### config.mk
export PLATFORM = sky130hd
export DESIGN_NAME = j1_uart_flat
export DESIGN_NICKNAME = d
export VERILOG_FILES = /design/src/rtl/j1_uart_if.sv /design/src/rtl/j1_uart.sv /design/src/flat_wrapper.sv
export SDC_FILE = /design/constraint.sdc
export NUM_CORES = 1
export LEC_CHECK = 0
export CORE_MARGIN = 5
export CORE_UTILIZATION = 45
export CTS_BUF_LIST = sky130_fd_sc_hd__clkbuf_4
export DETAILED_ROUTE_END_ITERATION = 8
export SKIP_CTS_REPAIR_TIMING = 1
export SYNTH_ARGS = -nofsm -noshare
export SYNTH_HDL_FRONTEND = slang
export SYNTH_SLANG_ARGS = --single-unit
### constraint.sdc
create_clock -name clk -period 8.8 [get_ports clk]
set_input_delay 1.76 -clock clk [delete_from_list [all_inputs] [get_ports clk]]
set_output_delay 1.76 -clock clk [all_outputs]
set_load 0.01 [all_outputs]
### src/rtl/j1_uart_if.sv
// J1 data-bus port of the UART: decoder select, word offset, strobes and data.
// The core drives the master side; the UART uses the slave side.
interface j1_uart_if;
  logic        sel;
  logic [1:0]  adr;
  logic        re;
  logic        we;
  logic [15:0] dat_i;
  logic [15:0] dat_o;

  modport master (output sel, adr, re, we, dat_i, input dat_o);
  modport slave  (input sel, adr, re, we, dat_i, output dat_o);
endinterface

### src/rtl/j1_uart.sv
// Memory-mapped 8N1 UART for the J1 data bus: TX/RX FIFOs, baud divisor, status.
// Define J1_UART_IRQ_EN to add the IE register at offset 3 and a live irq output.

module j1_uart_fifo #(
  parameter int DEPTH = 4
) (
  input  logic       clk,
  input  logic       reset,
  input  logic       push_i,
  input  logic       pop_i,
  input  logic [7:0] wdata_i,
  output logic [7:0] rdata_o,
  output logic       empty_o,
  output logic       full_o
);
  localparam int          AW      = $clog2(DEPTH);
  localparam logic [AW:0] DEPTH_C = (AW+1)'(DEPTH);
  localparam logic [AW:0] ONE_C   = (AW+1)'(1);

  logic [7:0]    mem_q [DEPTH];
  logic [AW-1:0] wp_q, rp_q;
  logic [AW:0]   cnt_q, cnt_d;
  logic          do_push, do_pop;

  assign empty_o = (cnt_q == '0);
  assign full_o  = (cnt_q == DEPTH_C);
  assign do_push = push_i & ~full_o;
  assign do_pop  = pop_i & ~empty_o;
  assign rdata_o = mem_q[rp_q];

  always_comb begin
    cnt_d = cnt_q;
    if (do_push && !do_pop)      cnt_d = cnt_q + ONE_C;
    else if (do_pop && !do_push) cnt_d = cnt_q - ONE_C;
  end

  // NOTE: storage is not reset; only pointers and count need a known value.
  always_ff @(posedge clk) begin
    if (do_push) mem_q[wp_q] <= wdata_i;
  end

  always_ff @(posedge clk or posedge reset) begin
    if (reset) begin
      wp_q  <= '0;
      rp_q  <= '0;
      cnt_q <= '0;
    end else begin
      if (do_push) wp_q <= wp_q + AW'(1);
      if (do_pop)  rp_q <= rp_q + AW'(1);
      cnt_q <= cnt_d;
    end
  end
endmodule

module j1_uart #(
  parameter int          FIFO_DEPTH = 4,
  parameter logic [15:0] DIV_RESET  = 16'd433
) (
  input  logic     clk,
  input  logic     reset,
  j1_uart_if.slave bus,
  input  logic     rxd,
  output logic     txd,
  output logic     irq
);
  typedef enum logic [1:0] {S_IDLE, S_START, S_DATA, S_STOP} uart_state_e;

  logic wr, rd, wr_data, wr_div, rd_data, rd_stat;
  assign wr      = bus.sel & bus.we;
  assign rd      = bus.sel & bus.re;
  assign wr_data = wr & (bus.adr == 2'd0);
  assign wr_div  = wr & (bus.adr == 2'd2);
  assign rd_data = rd & (bus.adr == 2'd0);
  assign rd_stat = rd & (bus.adr == 2'd1);

  logic [15:0] div_q, div_eff, half_m1;
  assign div_eff = (div_q < 16'd3) ? 16'd3 : div_q;
  // First RX sample lands floor((div_eff+1)/2) clocks after the falling edge.
  assign half_m1 = (div_eff >> 1) - {15'd0, ~div_eff[0]};

  logic       tx_pop, tx_empty, tx_full, tx_idle;
  logic [7:0] tx_rdata;
  logic       rx_push, rx_empty, rx_full;
  logic [7:0] rx_rdata;

  uart_state_e tx_state_q, tx_state_d, rx_state_q, rx_state_d;
  logic [15:0] tx_tmr_q, tx_tmr_d, rx_tmr_q, rx_tmr_d;
  logic [2:0]  tx_bit_q, tx_bit_d, rx_bit_q, rx_bit_d;
  logic [7:0]  tx_sh_q, tx_sh_d, rx_sh_q, rx_sh_d;
  logic        txd_q, txd_d;
  logic        rx_s1_q, rx_s2_q, rx_prev_q, rx_fall;
  logic        set_ovr, set_fe, ovr_q, ovr_d, fe_q, fe_d;
  logic [15:0] dat_q, dat_d, ie_rd;

  j1_uart_fifo #(.DEPTH(FIFO_DEPTH)) u_tx_fifo (
    .clk(clk), .reset(reset), .push_i(wr_data), .pop_i(tx_pop),
    .wdata_i(bus.dat_i[7:0]), .rdata_o(tx_rdata), .empty_o(tx_empty), .full_o(tx_full)
  );

  j1_uart_fifo #(.DEPTH(FIFO_DEPTH)) u_rx_fifo (
    .clk(clk), .reset(reset), .push_i(rx_push), .pop_i(rd_data),
    .wdata_i(rx_sh_q), .rdata_o(rx_rdata), .empty_o(rx_empty), .full_o(rx_full)
  );

  assign tx_idle = (tx_state_q == S_IDLE) & tx_empty;
  assign txd     = txd_q;
  assign rx_fall = rx_prev_q & ~rx_s2_q;

  // NOTE: every always_comb output gets its default first so no latch is inferred.
  always_comb begin
    tx_state_d = tx_state_q;
    tx_tmr_d   = tx_tmr_q;
    tx_bit_d   = tx_bit_q;
    tx_sh_d    = tx_sh_q;
    txd_d      = txd_q;
    tx_pop     = 1'b0;
    case (tx_state_q)
      S_IDLE: if (!tx_empty) begin
        tx_pop = 1'b1; tx_sh_d = tx_rdata; tx_tmr_d = div_eff;
        tx_state_d = S_START; txd_d = 1'b0;
      end
      S_START: if (tx_tmr_q != '0) tx_tmr_d = tx_tmr_q - 16'd1;
      else begin
        tx_state_d = S_DATA; tx_bit_d = 3'd0; tx_tmr_d = div_eff; txd_d = tx_sh_q[0];
      end
      S_DATA: if (tx_tmr_q != '0) tx_tmr_d = tx_tmr_q - 16'd1;
      else begin
        tx_tmr_d = div_eff;
        if (tx_bit_q == 3'd7) begin
          tx_state_d = S_STOP; txd_d = 1'b1;
        end else begin
          tx_bit_d = tx_bit_q + 3'd1; tx_sh_d = {1'b0, tx_sh_q[7:1]}; txd_d = tx_sh_q[1];
        end
      end
      S_STOP: if (tx_tmr_q != '0) tx_tmr_d = tx_tmr_q - 16'd1;
      else if (!tx_empty) begin
        // Back-to-back: next start bit follows the stop bit with no idle gap.
        tx_pop = 1'b1; tx_sh_d = tx_rdata; tx_tmr_d = div_eff;
        tx_state_d = S_START; txd_d = 1'b0;
      end else tx_state_d = S_IDLE;
      default: tx_state_d = S_IDLE;
    endcase
  end

  always_comb begin
    rx_state_d = rx_state_q;
    rx_tmr_d   = rx_tmr_q;
    rx_bit_d   = rx_bit_q;
    rx_sh_d    = rx_sh_q;
    rx_push    = 1'b0;
    set_ovr    = 1'b0;
    set_fe     = 1'b0;
    case (rx_state_q)
      S_IDLE: if (rx_fall) begin
        rx_state_d = S_START; rx_tmr_d = half_m1;
      end
      S_START: if (rx_tmr_q != '0) rx_tmr_d = rx_tmr_q - 16'd1;
      else if (rx_s2_q) rx_state_d = S_IDLE;
      else begin
        rx_state_d = S_DATA; rx_bit_d = 3'd0; rx_tmr_d = div_eff;
      end
      S_DATA: if (rx_tmr_q != '0) rx_tmr_d = rx_tmr_q - 16'd1;
      else begin
        rx_sh_d  = {rx_s2_q, rx_sh_q[7:1]};
        rx_tmr_d = div_eff;
        if (rx_bit_q == 3'd7) rx_state_d = S_STOP;
        else rx_bit_d = rx_bit_q + 3'd1;
      end
      S_STOP: if (rx_tmr_q != '0) rx_tmr_d = rx_tmr_q - 16'd1;
      else begin
        rx_state_d = S_IDLE;
        if (!rx_s2_q)     set_fe  = 1'b1;
        else if (rx_full) set_ovr = 1'b1;
        else              rx_push = 1'b1;
      end
      default: rx_state_d = S_IDLE;
    endcase
  end

  // A set in the same cycle as a STATUS read wins over the read-clear.
  assign ovr_d = set_ovr | (ovr_q & ~rd_stat);
  assign fe_d  = set_fe  | (fe_q  & ~rd_stat);

  always_comb begin
    dat_d = dat_q;
    if (rd) begin
      case (bus.adr)
        2'd0:    dat_d = rx_empty ? 16'h0000 : {8'h00, rx_rdata};
        2'd1:    dat_d = {11'd0, fe_q, ovr_q, tx_idle, tx_full, ~rx_empty};
        2'd2:    dat_d = div_q;
        default: dat_d = ie_rd;
      endcase
    end
  end
  assign bus.dat_o = dat_q;

  // NOTE: sequential state uses non-blocking assignments only.
  always_ff @(posedge clk or posedge reset) begin
    if (reset) begin
      tx_state_q <= S_IDLE;  rx_state_q <= S_IDLE;
      tx_tmr_q   <= '0;      rx_tmr_q   <= '0;
      tx_bit_q   <= '0;      rx_bit_q   <= '0;
      tx_sh_q    <= '0;      rx_sh_q    <= '0;
      txd_q      <= 1'b1;
      rx_s1_q    <= 1'b1;    rx_s2_q    <= 1'b1;    rx_prev_q <= 1'b1;
      ovr_q      <= 1'b0;    fe_q       <= 1'b0;
      div_q      <= DIV_RESET;
      dat_q      <= '0;
    end else begin
      tx_state_q <= tx_state_d;  rx_state_q <= rx_state_d;
      tx_tmr_q   <= tx_tmr_d;    rx_tmr_q   <= rx_tmr_d;
      tx_bit_q   <= tx_bit_d;    rx_bit_q   <= rx_bit_d;
      tx_sh_q    <= tx_sh_d;     rx_sh_q    <= rx_sh_d;
      txd_q      <= txd_d;
      rx_s1_q    <= rxd;         rx_s2_q    <= rx_s1_q;  rx_prev_q <= rx_s2_q;
      ovr_q      <= ovr_d;       fe_q       <= fe_d;
      if (wr_div) div_q <= bus.dat_i;
      dat_q      <= dat_d;
    end
  end

`ifdef J1_UART_IRQ_EN
  logic [1:0] ie_q;
  logic       irq_q;
  logic       wr_ie;
  assign wr_ie = wr & (bus.adr == 2'd3);

  always_ff @(posedge clk or posedge reset) begin
    if (reset) begin
      ie_q  <= 2'b00;
      irq_q <= 1'b0;
    end else begin
      if (wr_ie) ie_q <= bus.dat_i[1:0];
      irq_q <= (ie_q[0] & ~rx_empty) | (ie_q[1] & tx_idle);
    end
  end
  assign ie_rd = {14'd0, ie_q};
  assign irq   = irq_q;
`else
  assign ie_rd = 16'd0;
  assign irq   = 1'b0;
`endif
endmodule
### src/flat_wrapper.sv
// flat-port wrapper written by rule: the top's interface ports become plain ports
module j1_uart_flat 
#(
  parameter int          FIFO_DEPTH = 4,
  parameter logic [15:0] DIV_RESET  = 16'd433
)
  (clk, reset, rxd, txd, irq, bus_sel, bus_adr, bus_re, bus_we, bus_dat_i, bus_dat_o);
  j1_uart_if bus_i ();
  input  logic clk;
  input  logic reset;
  input  logic rxd;
  output logic txd;
  output logic irq;
  input wire logic [$bits(bus_i.sel)-1:0] bus_sel;
  input wire logic [$bits(bus_i.adr)-1:0] bus_adr;
  input wire logic [$bits(bus_i.re)-1:0] bus_re;
  input wire logic [$bits(bus_i.we)-1:0] bus_we;
  input wire logic [$bits(bus_i.dat_i)-1:0] bus_dat_i;
  output wire logic [$bits(bus_i.dat_o)-1:0] bus_dat_o;
  assign bus_i.sel = bus_sel;
  assign bus_i.adr = bus_adr;
  assign bus_i.re = bus_re;
  assign bus_i.we = bus_we;
  assign bus_i.dat_i = bus_dat_i;
  assign bus_dat_o = bus_i.dat_o;
  j1_uart #(.FIFO_DEPTH(FIFO_DEPTH), .DIV_RESET(DIV_RESET)) u_core (.clk(clk), .reset(reset), .bus(bus_i), .rxd(rxd), .txd(txd), .irq(irq));
endmodule
======== Yosys cells after proc, flatten, opt, wreduce, memory -nomap -nowiden ========
Memories as Yosys holds them, arrays and structs flattened.
Index checks and enable logic that the tools add are counted.
operators by class
  equal/unequal tests ..................... 27
  $lt $le $gt $ge ......................... 1
  reduce and logical (&&, ||, !) cells .... 29
  add/sub/neg operators ................... 13
  shift operators ......................... 0
  bitwise logic cells ..................... 24
  div/mod/pow operators ................... 0
  $mul .................................... 0
  muxes and demuxes ....................... 69
operator list
  cell                     count
  $mux W16                 9
  $pmux W16 S3             2
  $pmux W16 S4             1
  $mux W8                  5
  $mux W3                  11
  $reduce_bool A16 Y1      2
  $sub A16 B1 Y16 const B  2
  $pmux W8 S3              1
  $mux W1                  23
  $mux W2                  11
  $ne A2 B2 Y1 const B     10
  $lt A16 B2 Y1 const B    1
  $pmux W2 S4              2
  $sub A15 B1 Y16          1
  $reduce_and A5 Y1        3
  $and A1 B1 Y1            14
  $add A3 B1 Y3 const B    4
  $eq A3 B3 Y1 const B     4
  $pmux W3 S2              2
  $eq A2 B2 Y1 const B     5
  $add A2 B1 Y2 const B    4
  $ne A2 B1 Y1 const B     4
  $not A1 Y1               8
  $reduce_and A4 Y1        2
  other kinds (15)         32
storage, ports and cells
  memory bits (read-only) ................. 0
  memories ................................ 2
  word-level logic and storage cells ...... 187
  bits of input ports ..................... 24
  RAM bits ................................ 64
  latch bits .............................. 0
  output and inout port bits .............. 18
  register bits ........................... 110
memory list
  name                    words  width  read ports  clocked after Yosys merged registers in  wr ports  line           RTL
  u_core.u_rx_fifo.mem_q  4      8      1           0                                        1         j1_uart.sv:20  logic [7:0] mem_q [DEPTH];
  u_core.u_tx_fifo.mem_q  4      8      1           0                                        1         j1_uart.sv:20

======== Longest topological paths before layout ========
  word-level depth ........................ 10
  mapped depth ............................ 13
  depth with buffers taken out ............ 12

======== Modules after synthesis ========
From an unflattened synthesis, not the netlist that was laid out.
unflattened totals
  cells, all modules ...................... 731
  area, all modules ....................... 8,757.1 µm²
modules (own cells, without submodules)
  module        area an instance (µm²)  cells each  seq. area each (µm²)  times used
  j1_uart       5,571.6                 575         2,413.6               1
  j1_uart_fifo  1,592.8                 78          1,136.1               2

======== Least setup slack after synthesis ========
No wires, ideal clock.
  path kind ............................... input to register
  start point ............................. in bus_adr[1]
  end point ............................... reg u_core.u_tx_fifo.cnt_q[2]
  stages on the path ...................... 7
  data arrival time ....................... 3,547 ps
  required time ........................... 8,721 ps
  buffers on the path ..................... 0
  setup slack ............................. 5,174 ps
  library setup time ...................... 79 ps
  path through ............................ nor4_1 ha_1 inv_1 fa_1 xor2_1 nor2_1 xor2_1
on the way
  longest elaborated chain between the ends .. 6
  elaborated cells between the ends (all ways) .. 8
  those cells by class .................... mux: 1; bitwise: 2; reduce/logical: 5
RTL lines
  element                       line                RTL
  start, declared               flat_wrapper.sv:15  input wire logic [$bits(bus_i.adr)-1:0] bus_adr;
  $logic_not A2 Y1 (*)          j1_uart.sv:71       assign wr_data = wr & (bus.adr == 2'd0);
  $and A1 B1 Y1 (*)             j1_uart.sv:71
  $and A1 B1 Y1 (*)             j1_uart.sv:27       assign do_push = push_i & ~full_o;
  $logic_not A1 Y1              j1_uart.sv:34       else if (do_pop && !do_push) cnt_d = cnt_q - ONE_C;
  $logic_and A1 B1 Y1           j1_uart.sv:34
  $reduce_bool A2 Y1 (no line)  --
  end signal, assigned          j1_uart.sv:50       cnt_q <= cnt_d;
  end, declared                 j1_uart.sv:22       logic [AW:0] cnt_q, cnt_d;
Mark *: on every way between the ends. The rest lies on a longest branch, timed or not.
A chain may end at the register's enable or synchronous reset.

======== Worst setup path after layout ========
  start point ............................. in bus_adr[0]
  end point ............................... reg u_core.u_tx_fifo.cnt_q[2]
on the way
  longest elaborated chain between the ends .. 6
  elaborated cells between the ends (all ways) .. 8
  those cells by class .................... mux: 1; bitwise: 2; reduce/logical: 5
RTL lines
  element                       line           RTL
  $logic_not A2 Y1 (*)          j1_uart.sv:71
  $and A1 B1 Y1 (*)             j1_uart.sv:71
  $and A1 B1 Y1 (*)             j1_uart.sv:27
  net u_core.u_tx_fifo.do_push  j1_uart.sv:23  logic do_push, do_pop;
  $logic_not A1 Y1              j1_uart.sv:34
  $logic_and A1 B1 Y1           j1_uart.sv:34
  $reduce_bool A2 Y1 (no line)  --
The timed path passes the listed nets; every way through them passes the cells marked *.

==> results.json <==
{
  "antenna_found_initial": 1,
  "period_share": 0.450,
  "worst-path-buf-inv": 2,
  "rsz0062_at_grt": "no",
  "cts_tree": "done",
  "drive_above_1_share": 0.124,
  "worst_pin_slew_ps": 1150,
  "synth_area_leaders": "dfrtp_1 (28%), edfxtp_1 (21%), ha_1 (4.3%)",
  "path_clk_slew_ps": 160,
  "avgSynthCellArea_sq_um": 11.6,
  "final.setup_skew_ps": 35.2,
  "critical_path_arrival_ps": 4470,
  "grt_max_degree": 72,
  "p_leak_nw": 3.91,
  "routed_wl_um": 21100,
  "core_sq_um": 20000,
  "seq_area_frac_synth": 0.515,
  "critPathLaunchType": "primary input",
  "start_util": 0.454,
  "crit_chain": "clkdlybuf4s50_1 -> nor4_1 -> ha_1 -> inv_1 -> fa_1 -> xor2_1 -> nor2_1 -> xor2_1",
  "grt_pass1_vias": 5996,
  "crit_fanout": 8,
  "worstPathRequired_ps": 9320,
  "gp_routability_congestion": 0.843,
  "nNetsFinal": 853,
  "p_per_area_nw_per_um2": 306,
  "yosysWarnings": 0,
  "ys_ff_latch": 174,
  "io_pins": 42,
  "finalCriticalPeriod_ps": 3960,
  "die_area_sq_um": 23200,
  "hold_viol_final": 0,
  "dpl.hpwl_um": 15000,
  "slew_viol_final": 0,
  "clock.fmax_ghz": 0.253,
  "clkLatencyLatePin_ps": 590,
  "vias": 6346,
  "ir_drop_mv": 0.106,
  "dr.pass1.iters": 5,
  "drv_cap": 0,
  "max_slew_margin": 0.230,
  "critPathCaptureType": "flip-flop",
  "cp_top_family": "simple AND/OR/NAND/NOR gates",
  "syn_nets": 843,
  "grt_util_all_layers": 0.182,
  "grt_pass1_wl_um": 33800,
  "die_w_um": 152,
  "fin_tns_setup_ps": 0,
  "antenna_left": 0,
  "slowest_stage": "nor4_1",
  "drtIter0Drc": 424,
  "path_class": "in2reg",
  "netlist_area_sq_um": 9100,
  "cpPeakStageDelay_ps": 990,
  "clock_sinks": 174,
  "final_core_util": 0.496,
  "wl_per_cell_um": 19.5,
  "viasPerCell": 5.88,
  "gr-total-overflow": 0,
  "power_mw": 3.04,
  "yosys.area.top_type_share": 0.278,
  "cts_max_path_buffers": 2,
  "rows": 52,
  "synth_cells": 786,
  "synth_ff_type": "dfrtp_1",
  "cts_buffers": 17,
  "cts-root-buf": "clkbuf_4",
  "htree_levels": 4,
  "hold_slack_ps": 368,
  "synthDistinctLibCells": 74,
  "hp-class": "reg2reg",
  "port_buffers": 40,
  "area_growth_pct": 9.37,
  "crit_top_cell": "xor2_1",
  "yosys.area.top_type": "dfrtp_1",
  "status": "finished clean",
  "die_h_um": 152,
  "finalSetupViolCount": 0,
  "postSynth.asyncResetShare": 0.632,
  "drcViolationCount": 0,
  "synth_edf_count": 64
}
worst reg2reg max path, cell delays in order, from the launching register on:
cell     delay [ps]
dfrtp_1         520
nor3_1          960
and4_1          470
nand3_1         150
a21oi_2         340
ha_1            260
inv_1            60
fa_1            370
xor2_1          160
nor2_1          130
xor2_1          160
cells in the mapped netlist, types with 13 or more instances:
cell and instances:
mux4_2 16, nand2_1 50, inv_1 28, xnor2_1 20, xor2_1 14, clkbuf_1 40
nor2_1 39, a21oi_1 49, a22o_1 24, o21ai_0 37, dfrtp_1 101, ha_1 31
nand3_1 13, mux2_2 22, nor3_1 16, edfxtp_1 64, mux2i_1 14
sequential cells by signal, summed over array words and instances, names as in the netlist, named ones only:
| name | flops |
|---|---|
| u_core.bus.dat_o | 16 |
| u_core.div_q | 16 |
| u_core.fe_q | 1 |
| u_core.ovr_q | 1 |
| u_core.rx_bit_q | 3 |
| u_core.rx_prev_q | 1 |
| u_core.rx_s1_q | 1 |
| u_core.rx_s2_q | 1 |
| u_core.rx_sh_q | 8 |
| u_core.rx_state_q | 1 |
| u_core.rx_tmr_q | 16 |
| u_core.tx_bit_q | 3 |
| u_core.tx_sh_q | 8 |
| u_core.tx_state_q | 2 |
| u_core.tx_tmr_q | 16 |
| u_core.txd | 1 |
| u_core.u_rx_fifo.cnt_q | 3 |
| u_core.u_rx_fifo.mem_q | 32 |
| u_core.u_rx_fifo.rp_q | 2 |
| u_core.u_rx_fifo.wp_q | 2 |
| u_core.u_tx_fifo.cnt_q | 3 |
| u_core.u_tx_fifo.mem_q | 32 |
| u_core.u_tx_fifo.rp_q | 2 |
| u_core.u_tx_fifo.wp_q | 2 |
through the flow:
stage	cells	cell area [sq um]	worst slack, ps
floorplan	786	9100	4150
global placement	1047	9650	4240
detailed placement	1047	9650	4200
CTS	1079	9950	4860
global route	1080	9950	4530
finish	1080	9950	4840
power by group:
group	switching, mW	internal, mW
clock network	0.332	0.133
logic	0.712	0.594
registers	0.262	1.01
worst paths after layout:
check	cells after the start	from	to	slack (ps)
max	8	bus_adr[0]	u_core.u_tx_fifo.cnt_q[2]	4840
min	0	u_core.rx_s1_q	u_core.rx_s2_q	370
max reg2reg	10	u_core.rx_tmr_q[4]	u_core.u_rx_fifo.cnt_q[2]	5160
min reg2reg	0	u_core.rx_s1_q	u_core.rx_s2_q	370
max in group asynchronous	3	reset	u_core.tx_tmr_q[7]	5940
min in group asynchronous	2	reset	u_core.rx_sh_q[2]	1540
placed cells by master, fill, tap and decap left out, drive strengths merged, types with 4 or more instances in the layout:
master         Yosys  final
a211oi             4      4
a21o               7      7
a21oi             51     51
a221o             10     10
a22o              24     24
a22oi              7      7
a41oi              4      4
and2              12     12
and4               5      5
buf               14      5
clkbuf            40     17
clkdlybuf4s50      0     40
clkinv             0      7
dfrtp            101    101
dfstp              9      9
edfxtp            64     64
ha                31     31
inv               28     36
mux2              32     32
mux2i             14     14
mux4              16     16
nand2             50     50
nand2b             6      6
nand3             13     13
nand4             10     10
nor2              39     39
nor3              16     16
nor3b              6      6
nor4              12     12
nor4b              4      4
o21ai             49     49
o31ai              5      5
or3               12     12
or4                4      4
xnor2             20     20
xor2              14     14
final cells by class:
| cell class | instances | area [sq um] |
|---|---|---|
| clock buffers | 17 | 128 |
| well taps | 270 | 338 |
| multi-input cells | 530 | 4080 |
| repair buffers | 45 | 438 |
| inverters | 28 | 108 |
| clock inverters | 15 | 168 |
| diodes | 1 | 2.50 |
| fillers | 1790 | 10100 |
| flip-flops and latches | 174 | 4690 |
metal layers:
layer	up-vias	track usage	wire (um)
met3	29	0.0349	1040
met1	3154	0.260	9720
met4	0	0.0557	367
li1	2972	-	-
met2	191	0.283	9980
met5	-	0	0
logic make-up after synthesis:
kind of cell,Yosys count,share of synthesized area
adders and majority gates,33,0.0470
xor gates and xnor gates,34,0.0327
other,1,0.000412
muxes,62,0.0946
DFF,174,0.515
and+or+nand+nor,199,0.123
buffers and inverters,82,0.0366
AOI/OAI and AO/OA,201,0.151
Note: power is estimated with default switching activity, not from simulation.
